$ cat src/rtl/mem_test_pkg.sv
// mem_test_pkg: shared state encoding, LFSR step and bus constants for mem_test_master.
package mem_test_pkg;
  typedef enum logic [1:0] {MT_IDLE, MT_WRITE, MT_READ, MT_DONE} mt_state_t;
  localparam logic [1:0] MT_BYTESEL_ALL = 2'b11;
  function automatic logic [15:0] lfsr16_next(input logic [15:0] l);
    return {l[14:0], l[15] ^ l[13] ^ l[12] ^ l[10]};
  endfunction
endpackage

$ cat src/rtl/lfsr16.sv
// lfsr16: 16-bit Fibonacci LFSR with synchronous load and step enable.
module lfsr16
  import mem_test_pkg::*;
(
  input  logic        clk,
  input  logic        reset,
  input  logic        load_i,
  input  logic        en_i,
  input  logic [15:0] seed_i,
  output logic [15:0] value_o
);
  logic [15:0] value_q;
  always_ff @(posedge clk)
    value_q <= reset ? 16'h0 : load_i ? seed_i : en_i ? lfsr16_next(value_q) : value_q;
  assign value_o = value_q;
endmodule

$ cat src/rtl/mem_test_master.sv
// mem_test_master: fills a word range with an LFSR pattern over the m_access/m_ack bus, reads it back and counts mismatches.
module mem_test_master
  import mem_test_pkg::*;
#(
  parameter logic [18:0] START_ADDR = 19'h0,
  parameter logic [19:0] NUM_WORDS  = 20'h400,
  parameter logic [15:0] SEED       = 16'hACE1
) (
  input  logic        clk,
  input  logic        reset,
  input  logic        start,
  output logic [18:0] m_addr,
  output logic [15:0] m_data_out,
  input  logic [15:0] m_data_in,
  output logic        m_access,
  input  logic        m_ack,
  output logic        m_wr_en,
  output logic [1:0]  m_bytesel,
  output logic        busy,
  output logic        done,
  output logic        pass,
  output logic [15:0] error_count,
  output logic [18:0] first_fail_addr
);
  mt_state_t   state_q;
  logic [18:0] addr_q, ffa_q;
  logic [19:0] cnt_q;
  logic [15:0] err_q, err_d, lfsr_val;
  logic        access_q, wr_en_q, busy_q, done_q, pass_q;
  logic        acc_ack, last, idle, mismatch, lfsr_load;
  always_comb begin
    acc_ack   = access_q & m_ack;
    last      = cnt_q == 20'd1;
    idle      = (state_q == MT_IDLE) || (state_q == MT_DONE);
    mismatch  = m_data_in != lfsr_val;
    err_d     = (mismatch && err_q != 16'hFFFF) ? err_q + 16'd1 : err_q;
    lfsr_load = (idle & start) | ((state_q == MT_WRITE) & acc_ack & last);
  end
  // The LFSR register doubles as the write-data output; it only moves on an accepted ack.
  lfsr16 u_lfsr (
    .clk    (clk),
    .reset  (reset),
    .load_i (lfsr_load),
    .en_i   (acc_ack),
    .seed_i (SEED),
    .value_o(lfsr_val)
  );
  always_ff @(posedge clk) begin
    if (reset) begin
      state_q  <= MT_IDLE;
      addr_q   <= 19'h0;
      cnt_q    <= 20'h0;
      access_q <= 1'b0;
      wr_en_q  <= 1'b0;
      busy_q   <= 1'b0;
      done_q   <= 1'b0;
      pass_q   <= 1'b0;
      err_q    <= 16'h0;
      ffa_q    <= 19'h0;
    end else begin
      case (state_q)
        MT_IDLE, MT_DONE: if (start) begin
          err_q  <= 16'h0;
          ffa_q  <= 19'h0;
          addr_q <= START_ADDR;
          cnt_q  <= NUM_WORDS;
          if (NUM_WORDS == 20'd0) begin
            state_q <= MT_DONE;
            done_q  <= 1'b1;
            pass_q  <= 1'b1;
          end else begin
            state_q  <= MT_WRITE;
            access_q <= 1'b1;
            wr_en_q  <= 1'b1;
            busy_q   <= 1'b1;
            done_q   <= 1'b0;
            pass_q   <= 1'b0;
          end
        end
        // access_q low inside WRITE/READ is the mandatory gap cycle after an ack.
        MT_WRITE: if (!access_q) access_q <= 1'b1;
        else if (m_ack) begin
          access_q <= 1'b0;
          if (last) begin
            state_q <= MT_READ;
            wr_en_q <= 1'b0;
            addr_q  <= START_ADDR;
            cnt_q   <= NUM_WORDS;
          end else begin
            addr_q <= addr_q + 19'd1;
            cnt_q  <= cnt_q - 20'd1;
          end
        end
        MT_READ: if (!access_q) access_q <= 1'b1;
        else if (m_ack) begin
          access_q <= 1'b0;
          err_q    <= err_d;
          if (mismatch && err_q == 16'h0) ffa_q <= addr_q;
          if (last) begin
            state_q <= MT_DONE;
            busy_q  <= 1'b0;
            done_q  <= 1'b1;
            pass_q  <= err_d == 16'h0;
          end else begin
            addr_q <= addr_q + 19'd1;
            cnt_q  <= cnt_q - 20'd1;
          end
        end
      endcase
    end
  end
  assign m_addr          = addr_q;
  assign m_data_out      = lfsr_val;
  assign m_access        = access_q;
  assign m_wr_en         = wr_en_q;
  assign m_bytesel       = MT_BYTESEL_ALL;
  assign busy            = busy_q;
  assign done            = done_q;
  assign pass            = pass_q;
  assign error_count     = err_q;
  assign first_fail_addr = ffa_q;
endmodule
$ cat config.mk
export PLATFORM = sky130hd
export DESIGN_NAME = mem_test_master
export DESIGN_NICKNAME = d
export VERILOG_FILES = /design/src/rtl/mem_test_pkg.sv /design/src/rtl/lfsr16.sv /design/src/rtl/mem_test_master.sv
export SDC_FILE = /design/constraint.sdc
export NUM_CORES = 1
export LEC_CHECK = 0
export BUFFER_PORTS_ARGS = -buffer_cell sky130_fd_sc_hd__clkbuf_2
export CAP_MARGIN = 20
export CORE_ASPECT_RATIO = 1.1
export CORE_UTILIZATION = 30
export CTS_CLUSTER_SIZE = 12
export DETAILED_ROUTE_END_ITERATION = 10
export GPL_TIMING_DRIVEN = 0
export PLACE_DENSITY_LB_ADDON = 0.2
export RECOVER_POWER = 100
export SYNTH_ARGS = -nofsm -noshare
export SYNTH_HDL_FRONTEND = slang
export SYNTH_HIERARCHICAL = 1
export SYNTH_SLANG_ARGS = --single-unit
$ cat constraint.sdc
create_clock -name clk -period 4.15 [get_ports clk]
set_input_delay 0.2075 -clock clk [delete_from_list [all_inputs] [get_ports clk]]
set_output_delay 0.2075 -clock clk [all_outputs]
set_load 0.05 [all_outputs]
== Yosys cells after proc, flatten, opt, wreduce, memory -nomap -nowiden ==
Cells that the tools add are included.
Widths: inputs -> output; s select.

* Bits in registers: 97
* Latch bits: 0
* RAM bits: 0
* Bits in read-only memories: 0
* Input bits: 20
* Word-level logic and storage cells: 109
* Memories: 0

* $add $sub $neg: 3
* Multiply operators: 0
* Div/mod/pow operators: 0
* Magnitude comparators: 0
* Equality and inequality tests: 15
* Shifts and indexed selects: 0
* Muxes and demuxes: 53
* Bitwise operators: 8
* Reduce and logical (&&, ||, !) cells: 18

{| class="wikitable"
|+ Operators with widths
! cell !! count
|-
| $mux 19 || 10
|-
| $mux 20 || 7
|-
| $mux 16 || 6
|-
| $pmux 20 s3 || 1
|-
| $pmux 19 s3 || 1
|-
| $pmux 19 s2 || 1
|-
| $logic_not 16->1 || 2
|-
| $pmux 16 s2 || 1
|-
| $eq 20x1->1 const B || 1
|-
| $sub 20x1->20 const B || 1
|-
| $add 19x1->19 const B || 1
|-
| $ne 2x2->1 const B || 9
|-
| $add 16x1->16 const B || 1
|-
| $ne 16x16->1 || 1
|-
| $ne 16x16->1 const B || 1
|-
| $reduce_and 5->1 || 3
|-
| $mux 2 || 7
|-
| $mux 1 || 13
|-
| $pmux 1 s2 || 5
|-
| $reduce_and 7->1 || 1
|-
| $pmux 2 s3 || 1
|-
| $reduce_and 6->1 || 1
|-
| $reduce_bool 2->1 || 3
|-
| $reduce_or 2->1 || 3
|-
| other kinds (9) || 16
|}

== Depth between registers and ports, before layout ==
Gate-level depths: netlist (run 1).

* Depth after elaboration: 8
* Mapped depth: 11
* Mapped depth without buffers: 9

== Modules after synthesis ==
Netlist (run 1), hierarchy kept.

{| class="wikitable"
|+ Modules (own cells, without submodules)
! module !! times used !! cells an instance !! area an instance (sq um)
|-
| mem_test_master || 1 || 530 || 4324.1
|-
| lfsr16 || 1 || 75 || 837.1
|}

== Least setup slack after synthesis (run 1) ==
OpenSTA, ideal clock, no wires.

* Kind: reg2reg
* From: reg err_q[6] (netlist: error_count[6])
* To: reg pass_q (netlist: pass)
* Library setup time: 0.059 ns
* Data arrival time: 2.545 ns
* Data required time: 4.091 ns
* Setup slack: 1.546 ns
* Cell stages (with the launch flop): 9
* Path buffers: 1
* Period minus slack after synthesis: 2.604 ns
* Cell sequence: dfxtp_1 > buf_4 > nand4_1 > nor4_1 > and3_1 > nor2_1 > or3_1 > a2111oi_2 > a31o_1

* Cells in the longest elaborated chain, start to end: 8

{| class="wikitable"
|+ Ends and longest elaborated chain
! what !! line !! source
|-
| from (decl) || mem_test_master.sv:28 || <nowiki>logic [15:0] err_q, err_d, lfsr_val;</nowiki>
|-
| from (signal assigned) || mem_test_master.sv:97 || <nowiki>err_q <= err_d;</nowiki>
|-
| parallel branches: the longest is 2 deep, another holds $add 16x1->16 || -- ||
|-
| $mux 16 (*) || mem_test_master.sv:36 || <nowiki>err_d = (mismatch && err_q != 16'hFFFF) ? err_q + 16'd1 : err_q;</nowiki>
|-
| $logic_not 16->1 (*) || mem_test_master.sv:103 || <nowiki>pass_q <= err_d == 16'h0;</nowiki>
|-
| $mux 1 (*) || mem_test_master.sv:99 || <nowiki>if (last) begin</nowiki>
|-
| $mux 1 (*) || mem_test_master.sv:95 || <nowiki>else if (m_ack) begin</nowiki>
|-
| $mux 1 (*) || mem_test_master.sv:94 || <nowiki>MT_READ: if (!access_q) access_q <= 1'b1;</nowiki>
|-
| $pmux 1 s2 (*) || mem_test_master.sv:61 || <nowiki>case (state_q)</nowiki>
|-
| to (signal assigned) || mem_test_master.sv:57 || <nowiki>pass_q <= 1'b0;</nowiki>
|-
| to (signal assigned) || mem_test_master.sv:70 || <nowiki>pass_q <= 1'b1;</nowiki>
|-
| to (signal assigned) || mem_test_master.sv:103 ||
|-
| to (decl) || mem_test_master.sv:29 || <nowiki>logic access_q, wr_en_q, busy_q, done_q, pass_q;</nowiki>
|}

Mark *: on every way between the ends. The select of a mux whose other input is x is not followed.
A chain may end at the register's enable or synchronous reset.

== Worst setup path in the final report (run 1) ==
* From: reg state_q[0]
* To: reg cnt_q[13]

* Cells in the longest elaborated chain, start to end: 4

{| class="wikitable"
|+ Ends and longest elaborated chain
! what !! line !! source
|-
| from (decl) || mem_test_master.sv:25 || <nowiki>mt_state_t state_q;</nowiki>
|-
| from (signal assigned) || mem_test_master.sv:50 || <nowiki>state_q <= MT_IDLE;</nowiki>
|-
| from (signal assigned) || mem_test_master.sv:68 || <nowiki>state_q <= MT_DONE;</nowiki>
|-
| from (signal assigned) || mem_test_master.sv:72 || <nowiki>state_q <= MT_WRITE;</nowiki>
|-
| $eq 2x2->1 or $logic_not 2->1 (tied branches) || mem_test_master.sv:61 ||
|-
| $reduce_or 2->1 || mem_test_master.sv:61 ||
|-
| $ne 2x2->1 (no source line) || -- ||
|-
| $reduce_and 6->1 (no source line) || -- ||
|-
| to (signal assigned) || mem_test_master.sv:91 || <nowiki>cnt_q <= cnt_q - 20'd1;</nowiki>
|-
| to (signal assigned) || mem_test_master.sv:106 || <nowiki>cnt_q <= cnt_q - 20'd1;</nowiki>
|-
| to (decl) || mem_test_master.sv:27 || <nowiki>logic [19:0] cnt_q;</nowiki>
|}

Several ways; a longest one is shown, not always the timed one.

==> results of run 1 <==
[flip-flops by register name, indices dropped and copies added (netlist names)]
name             cells
busy                 1
cnt_q               20
done                 1
error_count         16
first_fail_addr     19
m_access             1
m_addr              19
m_wr_en              1
pass                 1
state_q              2
u_lfsr/value_o      16
[cell type report]
| cell class | instances | area [sq um] | area share |
|---|---|---|---|
| buffer | 40 | 213 | 0.0344 |
| clock buffer | 10 | 229 | 0.0370 |
| clock inverter | 6 | 113 | 0.0182 |
| inverter | 17 | 63.8 | 0.0103 |
| multi-input combinational | 467 | 2970 | 0.480 |
| sequential | 97 | 1940 | 0.314 |
| tap | 229 | 287 | 0.0463 |
| timing repair buffer | 93 | 372 | 0.0601 |
[worst reg2reg max path, cell delays in order (launching register included)]
cell,delay (ns)
dfxtp_1,0.38
inv_1,0.06
ha_1,0.28
clkbuf_1,0.22
inv_1,0.13
nor2_1,0.10
a311oi_1,0.70
and3_1,0.26
clkbuf_1,0.29
nand2_1,0.20
or4_1,0.44
a21oi_1,0.15
[through the flow]
stage | util | hold slack (ns) | instances | total power [mW] | cell area (sq um)
6_report | 0.372 | 0.194 | 959 | 3.89 | 6180
5_1_grt | 0.372 | 0.206 | 959 | 4.17 | 6180
4_1_cts | 0.380 | 0.169 | 959 | 4.00 | 6310
3_5_place_dp | 0.360 | 0.478 | 943 | 3.00 | 5970
3_3_place_gp | 0.360 | 0.473 | 943 | 2.95 | 5970
2_1_floorplan | - | 0.406 | 621 | 2.62 | 5220
[cells by family (layout without fill, tap and decap cells)]
family	count (synthesis)	count (layout)
xor gates and xnor gates	56	56
other	2	18
AOI/OAI and AO/OA	108	108
buffers and inverters	57	166
muxes	32	32
adders and majority gates	8	8
and+or+nand+nor	245	245
DFF	97	97
[cells in the final DEF, fill, tap and decap left out, types with 19 or more instances in the layout]
cell type  instances
xor2_1            19
clkbuf_1          99
xnor2_1           37
a22oi_1           21
nand2_1           35
a21oi_1           30
nor2_1            99
dfxtp_1           97
nand3_1           22
[power by group]
part | switching, mW | internal (mW)
clock network | 0.381 | 0.593
registers | 0.163 | 1.08
logic | 1.08 | 0.601
total | 1.62 | 2.27
[path summary, 6_finish.rpt]
check                                 from         to  slack [ns]  cells after the start
worst max register to register  state_q[0]  cnt_q[13]        0.88                     11
worst min register to register        done       done        0.49                      2
worst min-delay path                 m_ack   m_access        0.19                      4
worst max-delay path            state_q[0]  cnt_q[13]        0.88                     11
[layer usage]
layer  wire [um]  GRT usage  vias to the layer above
met3         582     0.0369                       17
met4         166     0.0501                        0
met2        6720      0.276                       94
met5           0          0                        -
li1            -          -                     2361
met1        6530      0.200                     2225
==> results by group, run 1 <==
Drt
  • Post-route DRC violation count: 0
  • Wirelength, routed: 14.0 mm
  • Drt first-iter violations: 322
  • Router iterations before antenna repair: 5
  • WL/cell: ~15 um
  • DRT antenna net count: 0
  • Total number of vias: 4697
  • Via density: 4.90

Die
  • Core area: 0.0166 sq mm
  • Site Rows: 49
  • Die area: approximately 0.018 sq mm
  • Chip width: 127 um
  • Initial Util: 0.311
  • IO Pins: 97
  • Die Span Y: 140 um

Synth
  • EDFF count, synth: 0
  • Largest cells by area after synthesis: dfxtp_1 (38%), nor2_1 (7.2%), xnor2_1 (6.3%), mux2i_1 (3.3%), xor2_1 (3.2%)
  • Post-synth top area share: 0.376
  • Largest family of logic cells by synthesized area: simple AND/OR/NAND/NOR gates
  • Mapped Cells: 605
  • Synth area leader: dfxtp_1
  • Top cells by instance count after synthesis: nor2_1 (99), dfxtp_1 (97), xnor2_1 (37)
  • Post-synthesis xor/xnor area fraction: 0.0950
  • FF+latch count, synth: 97
  • Compound-Gate Fraction of Synth Area: 0.139
  • YS warnings: 6
  • Adder-cell share of the synthesized area: 0.0194
  • Post-synthesis simple-gate area fraction: 0.240
  • Mapped Area: 0.00516 sq mm
  • Post-synthesis mux area share: 0.0715
  • Sequential fraction of the synthesis area: 0.376
  • Async S/R FF share, synth: 0
  • Ys flop type: dfxtp_1
  • Cell with the most instances after synthesis: nor2_1
  • Syn_area_per_cell: 8.53 sq um
  • Yosys cell types: 65

Critical path
  • Max FO, Critical Path: 10
  • Startpoint Class: flop
  • Worst path slowest cell: a311oi_1
  • Delay-heaviest family, CP: simple AND/OR/NAND/NOR gates
  • Crit Path Class: flop to flop
  • WP buf/inv: 4
  • CP endpoint kind: flop
  • Required @ worst endpoint: 4.42 ns
  • Slowest Stage Delay on Critical Path: 0.70 ns
  • WP data arrival: 3.54 ns
  • Ordered list of cells on the worst path: inv_1 -> ha_1 -> clkbuf_1 -> inv_1 -> nor2_1 -> a311oi_1 -> and3_1 -> clkbuf_1 -> nand2_1 -> or4_1 -> a21oi_1

Cells and area
  • Inserted Diodes: 0
  • Filler cell count: 1777
  • Final nets: 753
  • Share of cells above drive strength 1: 0.0973
  • Area growth syn-to-layout: 19.8%

STA
  • Max Freq: ~0.3 GHz
  • Post-route clock period utilization: 0.787
  • Post-route clock skew: around 0.011 ns
  • Final min period: 3.27 ns
  • Final setup fails: 0
  • Slew Viols, Final: 0
  • Final Hold Viols: 0
  • Max_slew headroom: 0.225
  • Worst Max-Slew Pin Slew: 1.15 ns
  • Final worst setup slack: 0.882 ns
  • Setup Total Neg Slack: 0 ns
  • RSZ-0062 raised after global routing: no

CTS
  • Post-CTS sizing: 0
  • CTS tree: built
  • Clock latency on the worst-skew pair: ~0.35 ns
  • Num Clock Sinks: 97
  • H-Tree Depth: 3
  • Cts bufs inserted: 9
  • Hold_buf cts: 0
  • Max clock buf depth: 2
  • Setup Buffers After CTS: 0
  • Clock-pin slew on the worst setup and hold paths: 0.07 ns
  • Root buf cell: clkbuf_16

Placement
  • Dpl ws: 1.26 ns
  • Global placement routability congestion: between 0.8 and 0.9
  • DP HPWL: 10.2 mm
  • PortBufs: 93

GRT
  • Initial antenna violation count: 0
  • Vias in the first global route: 4534
  • Overflow after GRT: 0
  • Total GRT Usage: 0.161
  • Pin count of the biggest net entering global routing: 17
  • First-pass GRT wire length: between 20 and 25 mm

Worst hold path
  • Hold crit path type: input pin to flop

Run
  • Maxcap violations: 0

Power and ir drop
  • Pwr dens: 630 mW/mm^2
  • Lkg Pwr: 2.26 nW
  • VDD IR max: 0.000247 V

Status
  • Outcome: completed
No activity file was read; power rests on OpenSTA's default activity.
==> run 2, diff against run 1 <==
==> constraint.sdc (replaced) <==
create_clock -name clk -period 2.7 [get_ports clk]
set_input_delay 0.135 -clock clk [delete_from_list [all_inputs] [get_ports clk]]
set_output_delay 0.135 -clock clk [all_outputs]
set_load 0.05 [all_outputs]
==> results by group, run 2 (same netlist as run 1, synthesis figures left out) <==
Die
  • Die Span Y: 140 um
  • Chip width: 127 um
  • IO Pins: 97
  • Core area: 0.0166 sq mm
  • Die area: approximately 0.018 sq mm
  • Site Rows: 49
  • Initial Util: 0.311

STA
  • Final min period: 2.56 ns
  • Post-route clock period utilization: 0.946
  • Final Hold Viols: 0
  • Slew Viols, Final: 0
  • Worst Max-Slew Pin Slew: roughly 0.70 ns
  • Final setup fails: 0
  • RSZ-0062 raised after global routing: no
  • Max Freq: 0.391 GHz
  • Post-route clock skew: 0.0127 ns
  • Setup Total Neg Slack: 0 ns
  • Max_slew headroom: 0.536

Drt
  • Wirelength, routed: 14.2 mm
  • WL/cell: 14.7 um
  • Via density: 4.92
  • Router iterations before antenna repair: 4
  • Total number of vias: 4745
  • Drt first-iter violations: 326
  • Post-route DRC violation count: 0
  • DRT antenna net count: 0

Status
  • Outcome: completed

CTS
  • Hold_buf cts: 0
  • Clock latency on the worst-skew pair: 0.35 ns
  • H-Tree Depth: 3
  • Num Clock Sinks: 97
  • Max clock buf depth: 2
  • Cts bufs inserted: 9
  • Root buf cell: clkbuf_16
  • CTS tree: built
  • Clock-pin slew on the worst setup and hold paths: 0.07 ns

GRT
  • Pin count of the biggest net entering global routing: 17
  • GRT met2 Usage: 0.275
  • Initial antenna violation count: 0
  • Met1 Track Usage GR: 0.200
  • Overflow after GRT: 0
  • Grt met3 use: 0.0369
  • First-pass GRT wire length: 22.9 mm
  • Total GRT Usage: 0.162
  • Global routing's busiest layer: met2
  • Vias in the first global route: between 4k and 5k

Critical path
  • WP data arrival: 2.85 ns
  • CP endpoint kind: flop
  • Crit Path Class: flop to flop
  • Startpoint Class: flop
  • Required @ worst endpoint: 3.00 ns
  • Max FO, Critical Path: 10

Cells and area
  • Final non-filler cell total: 965
  • Final nets: ~760
  • Commonest non-fill, non-tap cell in the layout: nor2_1
  • Share of cells above drive strength 1: 0.140
  • Seq. cell area: 0.00194 sq mm
  • Largest register FFs: 20
  • Multi-input gate area: roughly 0.003 sq mm
  • Area growth syn-to-layout: 22.9%
  • Post-layout util: 0.382
  • Filler cell count: 1766
  • Most frequent cells in the layout: nor2_1 (99), dfxtp_1 (95), clkbuf_1 (86), xnor2_1 (37), nand2_1 (35)
  • Inserted Diodes: 0
  • Largest register by flop count: cnt_q

Placement
  • Placed cells: 943
  • PortBufs: 93
  • DP HPWL: 10.2 mm
  • Global placement routability congestion: 0.878

Run
  • Maxcap violations: 0

Power and ir drop
  • VDD IR max: 0.000385 V
  • Total Power Consumption: roughly 6.2 mW
  • Pwr dens: ~1000 mW/mm^2
  • Lkg Pwr: 2.35 nW

Worst hold path
  • Hold crit path type: input pin to flop
run 2: changes by cell type in the layout (fill, tap and decap cells not counted), moves of 2 or more:
cell      delta
clkbuf_1    -13
buf_4       +10
clkbuf_2     +6
buf_2        +2
dfxtp_1      -2
dfxtp_2      +2
nand3_1      -2
nand3_2      +2
nor3_1       -2
nor4_1       -2
run 2: repair_timing:
| action | in CTS | in global routing |
|---|---|---|
| resized for setup | 7 | 16 |
| buffers inserted | 2 | 7 |
| endpoints found under the setup margin | 8 | 58 |
| cloned | 0 | 0 |
| pin swaps | 1 | 4 |
run 2: cell type report:
type | instances | share of cell area
timing repair buffer | 102 | 0.0692
multi-input combinational | 467 | 0.481
clock inverter | 6 | 0.0178
sequential | 97 | 0.307
tap | 229 | 0.0452
buffer | 37 | 0.0345
clock buffer | 10 | 0.0361
inverter | 17 | 0.0101
run 2: metrics by stage:
step	setup WS (ns)	hold slack [ns]	area [sq um]
global placement	-0.182	0.470	5970
finish	0.145	0.119	6340
CTS	0.0198	0.0970	6370
global route	0.00556	0.133	6340
floorplan	0.0962	0.334	5220
detailed placement	-0.188	0.478	5970
run 2: routing by layer:
metal / wire length, um / vias to the layer above
met3: 578 / 23
met1: 6500 / 2250
met2: 6850 / 100
li1: - / 2372
met4: 225 / 0
met5: 0 / -
run 2: where the power goes:
| part | leakage, nW | internal, mW | switching [mW] |
|---|---|---|---|
| clock | 0.167 | 0.912 | 0.588 |
| sequential | 0.788 | 1.66 | 0.251 |
| combinational | 1.39 | 1.09 | 1.73 |
run 2: final timing paths:
check	start	endpoint	slack, ns	cells past startpoint
max	error_count[0]	pass	0.14	8
min	m_ack	m_access	0.12	4
max reg2reg	error_count[0]	pass	0.14	8
min reg2reg	done	done	0.49	2
run 2: critical path, stage by stage (launching register included):
cell	delay, ns
dfxtp_1	0.38
ha_1	0.28
and3_1	0.26
and3_1	0.22
clkbuf_2	0.22
nor4b_2	0.34
o211ai_1	0.18
a2111oi_2	0.44
a31o_1	0.19
==> run 3, diff against run 2 <==
--- a/config.mk
+++ b/config.mk
@@ -12,7 +12,7 @@
 export CTS_CLUSTER_SIZE = 12
 export DETAILED_ROUTE_END_ITERATION = 10
 export GPL_TIMING_DRIVEN = 0
-export PLACE_DENSITY_LB_ADDON = 0.2
+export PLACE_DENSITY = 0.62
 export RECOVER_POWER = 100
 export SYNTH_ARGS = -nofsm -noshare
 export SYNTH_HDL_FRONTEND = slang
==> results by group, run 3 (same netlist as run 1, synthesis figures left out) <==
Status
  • Outcome: completed

CTS
  • Hold_buf cts: 0
  • Clock-pin slew on the worst setup and hold paths: 0.07 ns
  • Root buf cell: clkbuf_16
  • H-Tree Depth: 3
  • CTS tree: built
  • Cts bufs inserted: 9
  • Num Clock Sinks: 97
  • Clock latency on the worst-skew pair: 0.36 ns
  • Max clock buf depth: 2

Critical path
  • Required @ worst endpoint: ~2.9 ns
  • Startpoint Class: flop
  • CP endpoint kind: flop
  • Crit Path Class: flop to flop
  • Max FO, Critical Path: 10
  • WP data arrival: between 2 and 3 ns

STA
  • Final worst setup slack: 0.144 ns
  • RSZ-0062 raised after global routing: no
  • Final min period: 2.56 ns
  • Post-route clock skew: 0.0180 ns
  • Worst Max-Slew Pin Slew: 0.868 ns
  • Final setup fails: 0
  • Final Hold Viols: 0
  • Max_slew headroom: 0.419
  • Slew Viols, Final: 0
  • Post-route clock period utilization: 0.947
  • Max Freq: ~0.4 GHz

Placement
  • PortBufs: 93
  • Global placement routability congestion: around 0.87
  • DP HPWL: 9.56 mm
  • Placed cells: 943
  • Dpl ws: -0.124 ns

Cells and area
  • Most frequent cells in the layout: nor2_1 (99), dfxtp_1 (97), clkbuf_1 (88), xnor2_1 (37), nand2_1 (34)
  • Post-layout util: 0.378
  • Largest register by flop count: cnt_q
  • Final non-filler cell total: 964
  • Share of cells above drive strength 1: 0.134
  • Final nets: 757
  • Largest register FFs: 20
  • Area growth syn-to-layout: 21.6%
  • Commonest non-fill, non-tap cell in the layout: nor2_1

GRT
  • Vias in the first global route: 4249
  • First-pass GRT wire length: 21.8 mm
  • Pin count of the biggest net entering global routing: 18
  • Initial antenna violation count: 1
  • Total GRT Usage: 0.154
  • Overflow after GRT: 0

Drt
  • Total number of vias: around 4.7k
  • Drt first-iter violations: 330
  • Via density: 4.85
  • WL/cell: 13.9 um
  • Post-route DRC violation count: 0
  • Wirelength, routed: 13.4 mm
  • Router iterations before antenna repair: 4
  • DRT antenna net count: 0

Run
  • Maxcap violations: 0

Die
  • Initial Util: 0.311
  • Chip width: 127 um
  • Site Rows: 49
  • Die Span Y: 140 um
  • IO Pins: slightly below 100
  • Die area: 0.0177 sq mm
  • Core area: around 0.017 sq mm

Worst hold path
  • Hold crit path type: input pin to flop

Power and ir drop
  • VDD IR max: 0.000374 V
  • Pwr dens: 945 mW/mm^2
  • Lkg Pwr: 2.32 nW
run 3: repair_timing:
| item | CTS | global route |
|---|---|---|
| resized for setup | 4 | 14 |
| buffers inserted | 0 | 6 |
| endpoints found under the setup margin | 4 | 53 |
| pin swaps | 1 | 4 |
| gates cloned | 0 | 0 |
run 3: cell type report:
cell class                 count  area [sq um]
clock buffer                  10           229
timing repair buffer          99           413
multi-input combinational    467          3060
antenna                        1          2.50
clock inverter                 6          50.0
tap                          229           287
buffer                        38           229
sequential                    97          1940
fill                        1792         10300
inverter                      17          63.8
run 3: worst max-delay path, stage by stage, from the launching register on:
cell and delay (ns):
dfxtp_1 0.37, inv_1 0.06, ha_2 0.35, inv_1 0.10
nor2_1 0.11, a311oi_4 0.37, clkbuf_4 0.21, nand3_2 0.17
nor4b_1 0.47, xnor2_1 0.17, nor2_1 0.06
run 3: per-stage QoR:
step / setup TNS (ns) / power, mW / hold WS, ns / instance area, sq um
floorplan: 0 / 4.02 / 0.334 / 5220
global placement: -0.261 / 4.54 / 0.455 / 5970
detailed placement: -0.293 / 4.56 / 0.453 / 5970
CTS: 0 / 5.87 / 0.0747 / 6280
global route: 0 / 6.35 / 0.126 / 6270
finish: 0 / 5.93 / 0.0888 / 6270
run 3: routing by layer:
| layer | track usage | wire [um] | vias up |
|---|---|---|---|
| li1 | - | - | 2372 |
| met1 | 0.205 | 6380 | 2195 |
| met2 | 0.243 | 6250 | 97 |
| met3 | 0.0450 | 692 | 9 |
| met4 | 0.0357 | 95 | 0 |
| met5 | 0 | 0 | - |
run 3: where the power goes:
part / internal [mW] / switching [mW]
registers: 1.65 / 0.237
clock network: 0.639 / 0.608
logic: 1.07 / 1.72
run 3: path summary, 6_finish.rpt:
path,slack [ns],start,to,cells after the start
setup / recovery,0.14,state_q[0],m_addr[18],10
hold / removal,0.09,m_ack,m_access,4
setup reg to reg,0.14,state_q[0],m_addr[18],10
hold reg to reg,0.50,cnt_q[13],cnt_q[13],2
